### src/rtl/debug_cmd_parser.sv
// debug_cmd_parser: decodes a UART byte stream of debug commands and turns them
// into 32-bit bus reads and writes, read-data replies, a liveness reply and a
// core reset control.
// Optional feature macro: DBG_CMD_TIMEOUT_EN. When it is defined, a payload
// that stalls for TIMEOUT_CYCLES clocks is abandoned.
module debug_cmd_parser #(
    parameter int unsigned TIMEOUT_CYCLES = 50000
) (
    input  logic        wb_clk_i,
    input  logic        wb_rst_i,
    input  logic [7:0]  rx_data,
    input  logic        rx_valid,
    output logic [7:0]  tx_data,
    output logic        tx_valid,
    input  logic        tx_ready,
    output logic [31:0] bus_addr,
    output logic [31:0] bus_wdata,
    output logic        bus_wen,
    output logic        bus_ren,
    input  logic        bus_ack,
    input  logic [31:0] bus_rdata,
    output logic        core_rst_o,
    output logic        busy_o,
    output logic        overrun_o
);

    localparam logic [7:0] OP_SET_COUNT = 8'h82;
    localparam logic [7:0] OP_SET_ADDR  = 8'h83;
    localparam logic [7:0] OP_READ      = 8'h84;
    localparam logic [7:0] OP_WRITE     = 8'h85;
    localparam logic [7:0] OP_ALIVE     = 8'h86;
    localparam logic [7:0] OP_CORE_RST  = 8'h87;
    localparam logic [7:0] OP_CORE_RUN  = 8'h88;

    typedef enum logic [2:0] {
        S_IDLE,
        S_PAYLOAD,
        S_BUS_WR,
        S_BUS_RD,
        S_TX_WORD,
        S_TX_ALIVE
    } state_e;

    state_e      state_q,    state_d;
    logic [31:0] addr_q,     addr_d;
    logic [31:0] wdata_q,    wdata_d;
    logic [31:0] rdata_q,    rdata_d;
    logic [7:0]  count_q,    count_d;
    logic [7:0]  opcode_q,   opcode_d;
    logic [23:0] shift_q,    shift_d;    // payload bytes received so far
    logic [1:0]  pidx_q,     pidx_d;     // index of the next payload byte
    logic [1:0]  txidx_q,    txidx_d;    // index of the byte being offered
    logic        core_rst_q, core_rst_d;
    logic        overrun_q,  overrun_d;
    logic [1:0]  plast;                  // index of the final payload byte
    logic        timeout_hit;

    assign plast = (opcode_q == OP_SET_COUNT) ? 2'd0 : 2'd3;

`ifdef DBG_CMD_TIMEOUT_EN
    logic [31:0] idle_cnt_q, idle_cnt_d;

    // Count idle cycles inside a payload; any received byte restarts the count.
    always_comb begin
        idle_cnt_d  = idle_cnt_q;
        timeout_hit = 1'b0;
        if (rx_valid || (state_q != S_PAYLOAD)) begin
            idle_cnt_d = '0;
        end else if (idle_cnt_q == TIMEOUT_CYCLES - 1) begin
            timeout_hit = 1'b1;
            idle_cnt_d  = '0;
        end else begin
            idle_cnt_d = idle_cnt_q + 32'd1;
        end
    end

    // Idle counter register.
    always_ff @(posedge wb_clk_i or posedge wb_rst_i) begin
        if (wb_rst_i) begin
            idle_cnt_q <= '0;
        end else begin
            idle_cnt_q <= idle_cnt_d;
        end
    end
`else
    logic unused_timeout;

    assign timeout_hit    = 1'b0;
    assign unused_timeout = (TIMEOUT_CYCLES == 0);
`endif

    // Next-state and datapath update for the command sequencer.
    always_comb begin
        state_d    = state_q;
        addr_d     = addr_q;
        wdata_d    = wdata_q;
        rdata_d    = rdata_q;
        count_d    = count_q;
        opcode_d   = opcode_q;
        shift_d    = shift_q;
        pidx_d     = pidx_q;
        txidx_d    = txidx_q;
        core_rst_d = core_rst_q;
        // A byte arriving while a bus or transmit operation runs is lost.
        overrun_d  = rx_valid && (state_q != S_IDLE) && (state_q != S_PAYLOAD);

        case (state_q)
            S_IDLE: begin
                if (rx_valid && rx_data[7]) begin
                    case (rx_data)
                        OP_SET_COUNT, OP_SET_ADDR, OP_WRITE: begin
                            opcode_d = rx_data;
                            pidx_d   = 2'd0;
                            state_d  = S_PAYLOAD;
                        end
                        OP_READ: begin
                            if (count_q != 8'd0) begin
                                state_d = S_BUS_RD;
                            end
                        end
                        OP_ALIVE: begin
                            txidx_d = 2'd0;
                            state_d = S_TX_ALIVE;
                        end
                        OP_CORE_RST: core_rst_d = 1'b1;
                        OP_CORE_RUN: core_rst_d = 1'b0;
                        default: ;
                    endcase
                end
            end
            S_PAYLOAD: begin
                if (rx_valid) begin
                    shift_d = {shift_q[15:0], rx_data};
                    if (pidx_q == plast) begin
                        pidx_d  = 2'd0;
                        state_d = S_IDLE;
                        case (opcode_q)
                            OP_SET_COUNT: count_d = rx_data;
                            OP_SET_ADDR:  addr_d  = {shift_q, rx_data};
                            OP_WRITE: begin
                                wdata_d = {shift_q, rx_data};
                                state_d = S_BUS_WR;
                            end
                            default: ;
                        endcase
                    end else begin
                        pidx_d = pidx_q + 2'd1;
                    end
                end else if (timeout_hit) begin
                    pidx_d  = 2'd0;
                    state_d = S_IDLE;
                end
            end
            S_BUS_WR: begin
                if (bus_ack) begin
                    addr_d  = addr_q + 32'd4;
                    state_d = S_IDLE;
                end
            end
            S_BUS_RD: begin
                if (bus_ack) begin
                    rdata_d = bus_rdata;
                    addr_d  = addr_q + 32'd4;
                    count_d = count_q - 8'd1;
                    txidx_d = 2'd0;
                    state_d = S_TX_WORD;
                end
            end
            S_TX_WORD: begin
                if (tx_ready) begin
                    if (txidx_q == 2'd3) begin
                        txidx_d = 2'd0;
                        state_d = (count_q != 8'd0) ? S_BUS_RD : S_IDLE;
                    end else begin
                        txidx_d = txidx_q + 2'd1;
                    end
                end
            end
            S_TX_ALIVE: begin
                if (tx_ready) begin
                    if (txidx_q == 2'd1) begin
                        txidx_d = 2'd0;
                        state_d = S_IDLE;
                    end else begin
                        txidx_d = 2'd1;
                    end
                end
            end
            default: state_d = S_IDLE;
        endcase
    end

    // State and datapath registers; reset clears everything immediately.
    always_ff @(posedge wb_clk_i or posedge wb_rst_i) begin
        if (wb_rst_i) begin
            state_q    <= S_IDLE;
            addr_q     <= '0;
            wdata_q    <= '0;
            rdata_q    <= '0;
            count_q    <= '0;
            opcode_q   <= '0;
            shift_q    <= '0;
            pidx_q     <= '0;
            txidx_q    <= '0;
            core_rst_q <= 1'b0;
            overrun_q  <= 1'b0;
        end else begin
            state_q    <= state_d;
            addr_q     <= addr_d;
            wdata_q    <= wdata_d;
            rdata_q    <= rdata_d;
            count_q    <= count_d;
            opcode_q   <= opcode_d;
            shift_q    <= shift_d;
            pidx_q     <= pidx_d;
            txidx_q    <= txidx_d;
            core_rst_q <= core_rst_d;
            overrun_q  <= overrun_d;
        end
    end

    // Select the outgoing byte: read word MSB first, or the 0x00/0xAE reply.
    always_comb begin
        tx_data = 8'h00;
        if (state_q == S_TX_WORD) begin
            case (txidx_q)
                2'd0:    tx_data = rdata_q[31:24];
                2'd1:    tx_data = rdata_q[23:16];
                2'd2:    tx_data = rdata_q[15:8];
                default: tx_data = rdata_q[7:0];
            endcase
        end else if (state_q == S_TX_ALIVE) begin
            tx_data = (txidx_q == 2'd0) ? 8'h00 : 8'hAE;
        end
    end

    assign tx_valid   = (state_q == S_TX_WORD) || (state_q == S_TX_ALIVE);
    assign bus_addr   = addr_q;
    assign bus_wdata  = wdata_q;
    assign bus_wen    = (state_q == S_BUS_WR);
    assign bus_ren    = (state_q == S_BUS_RD);
    assign core_rst_o = core_rst_q;
    assign busy_o     = (state_q != S_IDLE);
    assign overrun_o  = overrun_q;

endmodule

### config.mk
export PLATFORM = sky130hd
export DESIGN_NAME = debug_cmd_parser
export DESIGN_NICKNAME = d
export VERILOG_FILES = /design/src/rtl/debug_cmd_parser.sv
export SDC_FILE = /design/constraint.sdc
export NUM_CORES = 1
export LEC_CHECK = 0
export BUFFER_PORTS_ARGS = -buffer_cell sky130_fd_sc_hd__buf_2
export CORE_MARGIN = 8
export CORE_UTILIZATION = 32
export DETAILED_ROUTE_END_ITERATION = 8
export GPL_TIMING_DRIVEN = 0
export PLACE_DENSITY = 0.49
export SLEW_MARGIN = 5
export SYNTH_ARGS = -nofsm -noshare
export SYNTH_HDL_FRONTEND = slang
export SYNTH_SLANG_ARGS = --single-unit
### constraint.sdc
create_clock -name wb_clk_i -period 6.7 [get_ports wb_clk_i]
set_clock_uncertainty 0.2 [all_clocks]
set_input_delay 1.005 -clock wb_clk_i [delete_from_list [all_inputs] [get_ports wb_clk_i]]
set_output_delay 1.005 -clock wb_clk_i [all_outputs]
set_load 0.02 [all_outputs]
==> summary.txt, run 1 <==
Pwr
  • Largest vdd supply drop: around 0.00018 V
  • P_leak: between 0.004 and 0.005 uW
  • Power density of the placed cells: 327.8 mW/mm^2

Logic synthesis
  • Netlist Area Pre-Place: 0.007148 mm^2
  • FF+latch count, synth: between 100 and 150
  • Sequential fraction of the synthesis area: 0.5076
  • Share of async-settable or async-resettable flops after synthesis: 1.000
  • Count of flip-flops with a built-in enable after synthesis: 0
  • Number of nets in the synthesized netlist: 714
  • Number of warnings reported in the yosys synthesis log: 0
  • Most used flip-flop cell after synthesis: sky130_fd_sc_hd__dfrtp_1
  • Average cell area after synthesis: ~11 um^2
  • Synth Instances: about 660
  • Distinct cell type count after synthesis: 63

Final layout
  • # fillers: roughly 2200
  • Number of diodes added for antenna fixing: 0
  • Commonest cells after routing, fill and taps aside: sky130_fd_sc_hd__dfrtp_1 (145), sky130_fd_sc_hd__buf_2 (133), sky130_fd_sc_hd__mux2_2 (93)
  • Layout Cells excl Fill: around 1100
  • Fraction of layout cells with a size suffix above 1: 0.3447
  • Number of nets in the final layout: roughly 860
  • Leading cell type in the layout, fill and taps excluded: sky130_fd_sc_hd__dfrtp_1
  • Area grow syn2layout: 23.18%

Hold path
  • HP Start: opcode_q[7]
  • End point of the most critical hold path: opcode_q[7]
  • Number of instances on the worst hold path: 1
  • Class of the tightest hold or removal check: reg2reg

Setup path
  • Data required time at the worst endpoint: between 5000 and 6000 ps
  • Critical path startpoint: state_q[1]
  • Largest fanout on the critical path: 10
  • Reg-to-Reg End: rdata_q[19]
  • Minimum setup slack among reg-to-reg paths: approximately 3600 ps
  • Cell-by-cell listing of the critical path: clkbuf_1, nand2b_1, nor2_1, clkbuf_1, buf_2
  • Critical R2R Launch: state_q[1]
  • CP Data Arrival Time: 2740 ps
  • Maximum single-stage delay on the critical path: just over 600 ps
  • FF-to-FF path depth: 6
  • Type of origin of the critical path: register
  • CP max stage cell: sky130_fd_sc_hd__nor2_1
  • Endpoint kind of the worst setup timing path: primary output
  • Crit Path Category: reg2out
  • Cell type with the highest occurrence count on the critical path: sky130_fd_sc_hd__clkbuf_1

CTS
  • H-Tree Depth: 4
  • Clk slew on worst S/H paths: about 60 ps
  • Clk Latency, worst-skew pair: between 400 and 500 ps
  • Postcts setup bufs: 0
  • Count of cells resized by post-cts repair: 0
  • Total CTS buffers: 17
  • Sinks on Clock Net: approximately 150
  • Cell chosen for the clock root: sky130_fd_sc_hd__clkbuf_16
  • TritonCTS clock tree: yes
  • Clock buffer depth: 2
  • Hold buffers post-CTS: 0

Floorplan
  • Width of the die: around 170 um
  • Core Rows: 54
  • Floorplan core area: 0.02189 mm^2
  • Die ar.: between 0.02 and 0.03 mm^2
  • Starting density of the core: 0.3265
  • Die span in y: ~170 um
  • IO Count: 123

Global routing
  • Vias in the first global route: 6165
  • Pin count of the biggest net entering global routing: 52
  • Grt ovf: 0
  • Gr usage total: 0.1665
  • Wire length of the first global-routing pass: 35070 um
  • Antenna violations before repair: 0

Run status
  • Result of the run: finished clean

Place
  • Weighted congestion at the end of routability-driven global placement: 0.8513
  • Detailed placement HPWL: between 15000 and 20000 um
  • Count of buffers inserted at the top-level ports: ~120
  • Placed Instances: 1066

Detailed routing
  • Vias per cell: roughly 5.4
  • DRC errors left: 0
  • Number of detailed-route iterations in the first pass: 5
  • Antenna Nets Post-Route: 0
  • Wire length per cell after detailed routing: 20.32 um
  • 1st-iter DRT viols: around 400
  • Post-Route WL: ~22000 um
  • Vias: around 6000

STA
  • Final Hold Vio Count: 0
  • Maximum operating frequency: approximately 250 MHz
  • RSZ-0062 raised after global routing: false
  • Setup violators final: 0
  • Final-layout setup total negative slack: 0 ps
  • Worst slew margin: 0.2842
  • Period utilization: 0.5891
  • Post-layout min period: 3947 ps
  • Slew at the pin closest to its max-slew limit: ~1100 ps
  • Pins over their slew limit: 0

Job
  • Max-cap check violation count: 0
worst max-delay path: cells and delay by family (launching register included):
family	cells	cell delay, ps
flip-flops	1	360
AND/OR/NAND/NOR	2	930
buffers and inverters	3	1030
flip-flops by register name, indices dropped and copies added, names as in the netlist:
register	cells
shift_q	24
opcode_q	8
overrun_o	1
rdata_q	32
count_q	8
state_q	3
bus_wdata	32
core_rst_o	1
pidx_q	2
txidx_q	2
bus_addr	32
power by group:
group	total, uW	switching, uW	internal [uW]
Combinational	594	334	260
Clock	1040	392	646
Sequential	1250	222	1030
Total	2890	948	1940
logic make-up after synthesis:
logic type / after synthesis / share of synthesized area
buf+inv: 57 / 0.03501
fa+ha+maj: 7 / 0.01225
compound gates: 173 / 0.1586
simple gates: 185 / 0.1372
mux: 95 / 0.1493
flops: 145 / 0.5076
layout make-up:
cell class	count	area (um^2)	share of cell area
plain buffers	46	209.0	0.02373
clock buffers	20	456.7	0.05187
clock inverters	12	178.9	0.02032
inverters	11	46.29	0.005258
multi-input cells	460	3269	0.3713
flip-flops and latches	145	3628	0.4121
well taps	280	350.3	0.03979
repair buffers	124	665.6	0.07560
cell usage after synthesis, types with 3 or more instances:
master,count,share of area
sky130_fd_sc_hd__o21a_1,3,0.0032
sky130_fd_sc_hd__a21oi_2,6,0.0074
sky130_fd_sc_hd__nand2_1,49,0.026
sky130_fd_sc_hd__nor3b_1,4,0.0042
sky130_fd_sc_hd__o21ai_0,41,0.029
sky130_fd_sc_hd__o22ai_1,11,0.0096
sky130_fd_sc_hd__clkbuf_1,27,0.014
sky130_fd_sc_hd__ha_1,7,0.012
sky130_fd_sc_hd__buf_2,11,0.0077
sky130_fd_sc_hd__dfrtp_1,145,0.51
sky130_fd_sc_hd__nor2b_1,5,0.0044
sky130_fd_sc_hd__and3_1,4,0.0035
sky130_fd_sc_hd__or3_1,4,0.0035
sky130_fd_sc_hd__buf_6,3,0.0047
sky130_fd_sc_hd__inv_1,10,0.0053
sky130_fd_sc_hd__nand3_1,19,0.013
sky130_fd_sc_hd__a222oi_1,8,0.011
sky130_fd_sc_hd__a21oi_1,49,0.034
sky130_fd_sc_hd__and2_1,6,0.0053
sky130_fd_sc_hd__buf_1,5,0.0026
sky130_fd_sc_hd__nand4_1,16,0.014
sky130_fd_sc_hd__nand2b_1,15,0.013
sky130_fd_sc_hd__a31oi_1,14,0.012
sky130_fd_sc_hd__a2bb2oi_1,11,0.013
sky130_fd_sc_hd__mux2_2,93,0.15
sky130_fd_sc_hd__nor2_1,34,0.018
sky130_fd_sc_hd__nor3_1,11,0.0077
per-layer routing:
metal	track usage	part of all wire	vias up
li1	-	-	2720
met3	0.04760	0.074	24
met5	0	0	-
met1	0.2185	0.45	2990
met4	0.05438	0.014	0
met2	0.2600	0.47	217
how the worst max path moves through the flow:
stage          cells after the start  slack (ps)            to
5_1_grt                            5        2570       bus_ren
4_1_cts                            5        2760       bus_ren
3_5_place_dp                       5        3250       bus_ren
6_report                           5        2750       bus_ren
3_3_place_gp                       2        -180  bus_wdata[1]
2_1_floorplan                      1        1600   bus_addr[0]
stage by stage:
step	cell area, um^2	power [uW]	util	hold WS (ps)	worst slack, ps
after detailed placement	8169	1865	0.3732	246.1	3245
after CTS	8805	2911	0.4022	273.9	2756
after global routing	8805	3026	0.4022	289.2	2565
after global placement	8109	1844	0.3704	242.0	-179.8
after floorplan	7148	1596	-	225.7	1600
final	8805	2886	0.4022	267.6	2753
(Power assumes the default switching activity.)
==> inputs of run 2 (changes only) <==
--- a/config.mk
+++ b/config.mk
@@ -10,7 +10,7 @@
 export CORE_UTILIZATION = 32
 export DETAILED_ROUTE_END_ITERATION = 8
 export GPL_TIMING_DRIVEN = 0
-export PLACE_DENSITY = 0.49
+export PLACE_DENSITY = 0.51
 export SLEW_MARGIN = 5
 export SYNTH_ARGS = -nofsm -noshare
 export SYNTH_HDL_FRONTEND = slang
==> constraint.sdc (replaced) <==
create_clock -name wb_clk_i -period 3.4 [get_ports wb_clk_i]
set_clock_uncertainty 0.2 [all_clocks]
set_input_delay 0.51 -clock wb_clk_i [delete_from_list [all_inputs] [get_ports wb_clk_i]]
set_output_delay 0.51 -clock wb_clk_i [all_outputs]
set_load 0.02 [all_outputs]
==> run 2 against run 1 <==
  * First-iteration DRC count up 14%
  * Sequential share of layout area down 0.088 points
  * Count of clock-buffer cells in the layout down 3
  * Wire length down 1.3%
  * Critical path depth up 1
  * Non-clock buffer count up 3
  * Worst hold slack worse by 170 ps
  * Clock power up 86%
==> summary.txt, run 2 (synthesis results as in run 1) <==
Global routing
  • Antenna violations before repair: 0 (unchanged)
  • Pin count of the biggest net entering global routing: 40 (was 52)
  • Vias in the first global route: 5865 (was 6165)
  • Wire length of the first global-routing pass: 34400 um (was 35070 um)
  • Grt ovf: 0 (unchanged)
  • Gr usage total: 0.1641 (was 0.1665)

Setup path
  • Cell family contributing the most delay on the critical path: buffers and inverters (unchanged)
  • Reg-to-Reg End: bus_addr[26] (was rdata_q[19])
  • CP max stage cell: sky130_fd_sc_hd__clkbuf_1 (was sky130_fd_sc_hd__nor2_1)
  • Maximum single-stage delay on the critical path: 460 ps (was 610 ps)
  • FF-to-FF path depth: 6 (unchanged)
  • Type of origin of the critical path: register (unchanged)
  • Data required time at the worst endpoint: 2690 ps (was 5490 ps)
  • Largest fanout on the critical path: 10 (unchanged)
  • Critical R2R Launch: bus_addr[2] (was state_q[1])
  • Stages on worst setup path: 6 (was 5)
  • Endpoint kind of the worst setup timing path: primary output (unchanged)
  • Crit Path Category: reg2out (unchanged)
  • Cell-by-cell listing of the critical path: buf_1, nand2b_1, clkbuf_1, clkbuf_2, nor2_1, buf_2 (was clkbuf_1, nand2b_1, nor2_1, clkbuf_1, buf_2)
  • Minimum setup slack among reg-to-reg paths: 510 ps (was 3610 ps)
  • Number of buffer and inverter stages on the critical path: 4 (was 3)
  • CP Data Arrival Time: 2560 ps (was 2740 ps)

STA
  • Final Hold Vio Count: 0 (unchanged)
  • Pins over their slew limit: 0 (unchanged)
  • RSZ-0062 raised after global routing: false (unchanged)
  • Maximum operating frequency: just over 300 MHz
  • Final worst hold slack: 93.69 ps (was 267.6 ps)
  • Post-layout min period: between 3000 and 4000 ps
  • Worst slew margin: 0.3276 (was 0.2842)
  • Period utilization: 0.9616
  • Setup violators final: 0 (unchanged)
  • Slew at the pin closest to its max-slew limit: 999.4 ps (was 1064 ps)

Place
  • Placed Instances: 1068 (was 1066)
  • Weighted congestion at the end of routability-driven global placement: 0.8364 (was 0.8513)
  • Placed Area: 0.008193 mm^2 (was 0.008169 mm^2)
  • Detailed placement HPWL: 15890 um (was 16140 um)
  • Count of buffers inserted at the top-level ports: 122 (unchanged)

Final layout
  • Fraction of layout cells with a size suffix above 1: 0.3496 (was 0.3447)
  • Number of diodes added for antenna fixing: 0 (unchanged)
  • Leading cell type in the layout, fill and taps excluded: sky130_fd_sc_hd__dfrtp_1 (unchanged)
  • Area grow syn2layout: 23.44% (was 23.18%)
  • Footprint of the multi-input gates: 0.003277 mm^2 (was 0.003269 mm^2)
  • Layout Cells excl Fill: 1101 (was 1098)
  • Area taken by flip-flops and latches: 0.003628 mm^2 (unchanged)
  • Final core occ: 0.4031 (was 0.4022)
  • # fillers: 2179 (was 2210)
  • Commonest cells after routing, fill and taps aside: sky130_fd_sc_hd__dfrtp_1 (145), sky130_fd_sc_hd__buf_2 (133), sky130_fd_sc_hd__mux2_2 (93) (unchanged)
  • Number of nets in the final layout: 860 (was 857)
  • Design Area, Final: 0.008823 mm^2 (was 0.008805 mm^2)

Floorplan
  • Die ar.: 0.02738 mm^2 (unchanged)
  • Floorplan core area: 0.02189 mm^2 (unchanged)
  • Die span in y: 165.5 um (unchanged)
  • Core Rows: 54 (unchanged)
  • IO Count: 123 (unchanged)
  • Starting density of the core: 0.3265 (unchanged)
  • Width of the die: 165.5 um (unchanged)

Pwr
  • P_leak: 0.004136 uW (was 0.004125 uW)
  • Power density of the placed cells: 631.1 mW/mm^2 (was 327.8 mW/mm^2)
  • Largest vdd supply drop: 0.0003603 V (was 0.0001796 V)

Hold path
  • Number of instances on the worst hold path: 2 (was 1)
  • End point of the most critical hold path: rdata_q[20] (was opcode_q[7])
  • HP Start: bus_rdata[20] (was opcode_q[7])
  • Class of the tightest hold or removal check: in2reg (was reg2reg)

CTS
  • Total CTS buffers: 17 (unchanged)
  • Clk slew on worst S/H paths: 80 ps (was 60 ps)
  • Sinks on Clock Net: 145 (unchanged)
  • Cell chosen for the clock root: sky130_fd_sc_hd__clkbuf_16 (unchanged)
  • Clock buffer depth: 2 (unchanged)
  • H-Tree Depth: 4 (unchanged)
  • Clk Latency, worst-skew pair: 430 ps (was 420 ps)
  • TritonCTS clock tree: yes (unchanged)

Detailed routing
  • Wire length per cell after detailed routing: 20.01 um (was 20.32 um)
  • Antenna Nets Post-Route: 0 (unchanged)
  • DRC errors left: 0 (unchanged)
  • 1st-iter DRT viols: 459 (was 403)
  • Number of detailed-route iterations in the first pass: 5 (unchanged)
  • Post-Route WL: 22030 um (was 22310 um)
  • Vias: 5801 (was 5951)
  • Vias per cell: 5.269 (was 5.420)

Run status
  • Result of the run: finished clean (unchanged)

Job
  • Max-cap check violation count: 0 (unchanged)
## run 2: cell types whose count changed in the layout (fill, tap and decap cells not counted), moves of 2 or more
cell,delta
sky130_fd_sc_hd__clkbuf_1,-3
sky130_fd_sc_hd__bufinv_16,-4
sky130_fd_sc_hd__inv_8,+7
sky130_fd_sc_hd__clkinv_2,-2
sky130_fd_sc_hd__clkinvlp_4,-2
sky130_fd_sc_hd__clkinv_8,+5
sky130_fd_sc_hd__buf_16,-2
sky130_fd_sc_hd__buf_12,+4
sky130_fd_sc_hd__clkbuf_8,-2
## run 2: how the worst max path moves through the flow
| stage | to | slack (ps) | start |
|---|---|---|---|
| 2_1_floorplan | bus_addr[0] | 870 | wb_rst_i |
| 3_3_place_gp | bus_addr[5] | -240 | wb_rst_i |
| 3_5_place_dp | rdata_q[16] | 430 | state_q[1] |
| 4_1_cts | bus_wen | 130 | state_q[1] |
| 5_1_grt | bus_wen | 1 | state_q[1] |
| 6_report | bus_wen | 130 | state_q[1] |
## run 2: final cells by class
type,count,area share
inverters,11,0.005105
plain buffers,46,0.02382
repair buffers,127,0.07941
multi-input cells,460,0.3714
flip-flops and latches,145,0.4112
clock buffers,17,0.04821
clock inverters,15,0.02113
well taps,280,0.03971
## run 2: what timing repair did
action,4_1_cts,5_1_grt
gates resized for setup,2,2
setup endpoints to repair,2,1
endpoints found under the hold margin,15,0
buffers inserted,0,0
hold buffers,1,0
## run 2: through the flow
| step | setup slack (ps) | setup TNS [ps] | power, uW |
|---|---|---|---|
| final | 130.6 | 0 | 5569 |
| after global routing | 1.473 | 0 | 5867 |
| after CTS | 130.0 | 0 | 5622 |
| after detailed placement | 431.9 | 0 | 3671 |
| after global placement | -237.7 | -32770 | 3653 |
| after floorplan | 871.0 | 0 | 3145 |
## run 2: routing by layer
layer	vias to the layer above	wire length (um)	global-route usage
met1	2851	10420	0.2281
met4	0	285	0.04302
li1	2751	-	-
met3	22	1550	0.04859
met2	177	9766	0.2445
met5	-	0	0
## run 2: report_power, final
part	total (uW)	internal, uW	switching, uW
combinational	1160	515	650
clock	1930	1010	926
sequential	2470	2030	441
total	5570	3550	2020
## run 2: worst register-to-register path, cell delays in order (launching register included)
cell	delay, ps
sky130_fd_sc_hd__dfrtp_1	450
sky130_fd_sc_hd__ha_1	250
sky130_fd_sc_hd__nand4_1	350
sky130_fd_sc_hd__nor4_1	760
sky130_fd_sc_hd__nand2_1	270
sky130_fd_sc_hd__o31a_1	330
sky130_fd_sc_hd__o21ai_0	180
==> inputs of run 3 (changes only) <==
--- a/config.mk
+++ b/config.mk
@@ -7,10 +7,10 @@
 export LEC_CHECK = 0
 export BUFFER_PORTS_ARGS = -buffer_cell sky130_fd_sc_hd__buf_2
 export CORE_MARGIN = 8
-export CORE_UTILIZATION = 32
+export CORE_UTILIZATION = 45
 export DETAILED_ROUTE_END_ITERATION = 8
 export GPL_TIMING_DRIVEN = 0
-export PLACE_DENSITY = 0.51
+export PLACE_DENSITY_LB_ADDON = 0.3
 export SLEW_MARGIN = 5
 export SYNTH_ARGS = -nofsm -noshare
 export SYNTH_HDL_FRONTEND = slang
==> run 3 against run 2 <==
  * First-iteration DRC count rose by 34%
  * Global-route usage is 4.0 points higher
  * Cell area decreased by 1.2%
  * Clock power is 3% lower
  * Via count increased by 1.9%
  * Count of clock-buffer cells in the layout up 1
  * Critical path type unchanged
  * Largest cell class unchanged
  * Highest routed layer unchanged
==> summary.txt, run 3 (synthesis results as in run 1) <==
Detailed routing
  • Antenna Nets Post-Route: 0 (unchanged)
  • Vias: 5912 (was 5801)
  • Number of detailed-route iterations in the first pass: 6 (was 5)
  • 1st-iter DRT viols: 614 (was 459)
  • Vias per cell: 5.696 (was 5.269)
  • Wire length per cell after detailed routing: 19.34 um (was 20.01 um)
  • DRC errors left: 0 (unchanged)
  • Post-Route WL: 20070 um (was 22030 um)

STA
  • Final worst hold slack: 107.8 ps (was 93.69 ps)
  • Final Hold Vio Count: 0 (unchanged)
  • Setup violators final: 0 (unchanged)
  • Period utilization: 0.9380 (was 0.9616)
  • Final-layout setup total negative slack: 0 ps (unchanged)
  • RSZ-0062 raised after global routing: false (unchanged)
  • Maximum operating frequency: 313.6 MHz (was 305.9 MHz)
  • Post-layout min period: 3189 ps (was 3269 ps)
  • Pins over their slew limit: 0 (unchanged)
  • Slew at the pin closest to its max-slew limit: 1111 ps (was 999.4 ps)
  • Worst slew margin: 0.2526 (was 0.3276)

Floorplan
  • IO Count: 123 (unchanged)
  • Die span in y: 142.0 um (was 165.5 um)
  • Floorplan core area: 0.01571 mm^2 (was 0.02189 mm^2)
  • Die ar.: 0.02017 mm^2 (was 0.02738 mm^2)
  • Core Rows: 46 (was 54)
  • Starting density of the core: 0.4549 (was 0.3265)
  • Width of the die: 142.0 um (was 165.5 um)

Setup path
  • CP max stage cell: sky130_fd_sc_hd__clkbuf_1 (unchanged)
  • Cell-by-cell listing of the critical path: clkbuf_1, nand2b_1, clkbuf_1, clkbuf_2, nor2_1, buf_2 (was buf_1, nand2b_1, clkbuf_1, clkbuf_2, nor2_1, buf_2)
  • Crit Path Category: reg2out (unchanged)
  • Type of origin of the critical path: register (unchanged)
  • Minimum setup slack among reg-to-reg paths: 580 ps (was 510 ps)
  • CP Data Arrival Time: 2480 ps (was 2560 ps)
  • Data required time at the worst endpoint: 2690 ps (about the same)
  • Maximum single-stage delay on the critical path: 450 ps (was 460 ps)
  • Cell type with the highest occurrence count on the critical path: sky130_fd_sc_hd__clkbuf_1
  • Endpoint kind of the worst setup timing path: primary output (unchanged)
  • Largest fanout on the critical path: 10 (unchanged)

Global routing
  • Vias in the first global route: 5886 (was 5865)
  • Wire length of the first global-routing pass: 32220 um (was 34400 um)
  • Gr usage total: 0.2042 (was 0.1641)
  • Grt ovf: 0 (unchanged)
  • Antenna violations before repair: 0 (unchanged)
  • Pin count of the biggest net entering global routing: 41 (was 40)

Pwr
  • Switching power: 1848 uW (was 2016 uW)
  • Largest vdd supply drop: 0.0004135 V (was 0.0003603 V)
  • Internal power contribution: 3639 uW (was 3552 uW)
  • Switching power as a share of total power: 0.3368 (was 0.3621)
  • Power after layout: 5488 uW (was 5569 uW)
  • P_leak: 0.004107 uW (was 0.004136 uW)
  • Proportion of power drawn by the clock network: 0.340 (was 0.347)
  • Portion of total power attributed to combinational logic: 0.211 (was 0.209)
  • Power density of the placed cells: 629.5 mW/mm^2 (was 631.1 mW/mm^2)
  • Part of the total power dissipated in sequential elements: 0.448 (was 0.444)

CTS
  • H-Tree Depth: 4 (unchanged)
  • Postcts setup bufs: 0 (unchanged)
  • Clk Latency, worst-skew pair: 420 ps (was 430 ps)
  • Cell chosen for the clock root: sky130_fd_sc_hd__clkbuf_16 (unchanged)
  • Clock buffer depth: 2 (unchanged)
  • Clk slew on worst S/H paths: 70 ps (was 80 ps)
  • TritonCTS clock tree: yes (unchanged)
  • Sinks on Clock Net: 145 (unchanged)
  • Total CTS buffers: 17 (unchanged)

Job
  • Max-cap check violation count: 0 (unchanged)

Final layout
  • Commonest cells after routing, fill and taps aside: sky130_fd_sc_hd__dfrtp_1 (145), sky130_fd_sc_hd__buf_2 (133), sky130_fd_sc_hd__mux2_2 (93) (unchanged)
  • # fillers: 1385 (was 2179)
  • Footprint of the multi-input gates: 0.003277 mm^2 (unchanged)
  • Area taken by flip-flops and latches: 0.003628 mm^2 (unchanged)
  • Fraction of layout cells with a size suffix above 1: 0.3484 (was 0.3496)
  • Number of nets in the final layout: 860 (unchanged)
  • Area grow syn2layout: 21.97% (was 23.44%)
  • Leading cell type in the layout, fill and taps excluded: sky130_fd_sc_hd__dfrtp_1 (unchanged)

Hold path
  • Class of the tightest hold or removal check: in2reg (unchanged)

Place
  • Count of buffers inserted at the top-level ports: 122 (unchanged)
  • Detailed placement HPWL: 14230 um (was 15890 um)
  • Weighted congestion at the end of routability-driven global placement: 0.8820 (was 0.8364)

Run status
  • Result of the run: finished clean (unchanged)
## run 3: changes by cell type in the layout (fill, tap and decap cells not counted), sizes merged
cell,previous run,this run
clkinvlp,1,6
clkinv,6,3
clkbuf,43,45
diode,0,1
inv,19,14
bufinv,0,2
buf,146,145
## run 3: final timing paths
path / start / endpoint / cells after the start
worst max-delay path: state_q[1] / bus_wen / 6
worst min-delay path: bus_rdata[1] / rdata_q[1] / 2
worst max register to register: bus_addr[2] / bus_addr[26] / 6
worst min register to register: opcode_q[7] / opcode_q[7] / 1
max in group asynchronous: wb_rst_i / bus_wdata[16] / 6
min in group asynchronous: wb_rst_i / count_q[2] / 3
## run 3: timing repair
| action | CTS | global route |
|---|---|---|
| hold endpoints to repair | 16 | 0 |
| setup endpoints to repair | 0 | 2 |
| hold buffers | 1 | 0 |
| resized for setup | 0 | 4 |
## run 3: worst max-delay path, delay by kind of cell (launching register included)
family                 cells  cell delay, ps
and+or+nand+nor            2             440
buffers and inverters      4            1220
DFF                        1             380
## run 3: final cells by class
cell class	instances	share of cell area
Timing Repair Buffer	127	0.08037
Multi-Input combinational cell	460	0.3759
Antenna cell	1	0.0002870
Clock buffer	18	0.04923
Inverter	11	0.005166
Sequential cell	145	0.4162
Tap cell	216	0.03100
Clock inverter	14	0.01780
Buffer	46	0.02411
## run 3: power by group through the flow
stage / Sequential, uW / Clock (uW) / Combinational [uW]
2_1_floorplan: 2450 / 0 / 696
3_3_place_gp: 2480 / 0 / 1120
3_5_place_dp: 2480 / 0 / 1160
4_1_cts: 2450 / 1890 / 1170
5_1_grt: 2510 / 1960 / 1280
6_report: 2460 / 1870 / 1160
## run 3: routing by layer
| metal | share of wire | track usage | routed length, um | vias up |
|---|---|---|---|---|
| li1 | - | - | - | 2736 |
| met1 | 0.45 | 0.2752 | 8955 | 2909 |
| met2 | 0.45 | 0.3083 | 9106 | 226 |
| met3 | 0.080 | 0.05569 | 1596 | 41 |
| met4 | 0.021 | 0.07405 | 414 | 0 |
| met5 | 0 | 0 | 0 | - |
## run 3: through the flow
| step | std cells | cell area [um^2] | util | setup slack, ps |
|---|---|---|---|---|
| floorplan | 662 | 7152 | - | 871.0 |
| global placement | 1000 | 8033 | 0.5112 | -117.1 |
| detailed placement | 1004 | 8113 | 0.5163 | 459.1 |
| CTS | 1037 | 8707 | 0.5541 | 40.28 |
| global route | 1037 | 8716 | 0.5547 | 82.40 |
| finish | 1038 | 8718 | 0.5549 | 210.9 |
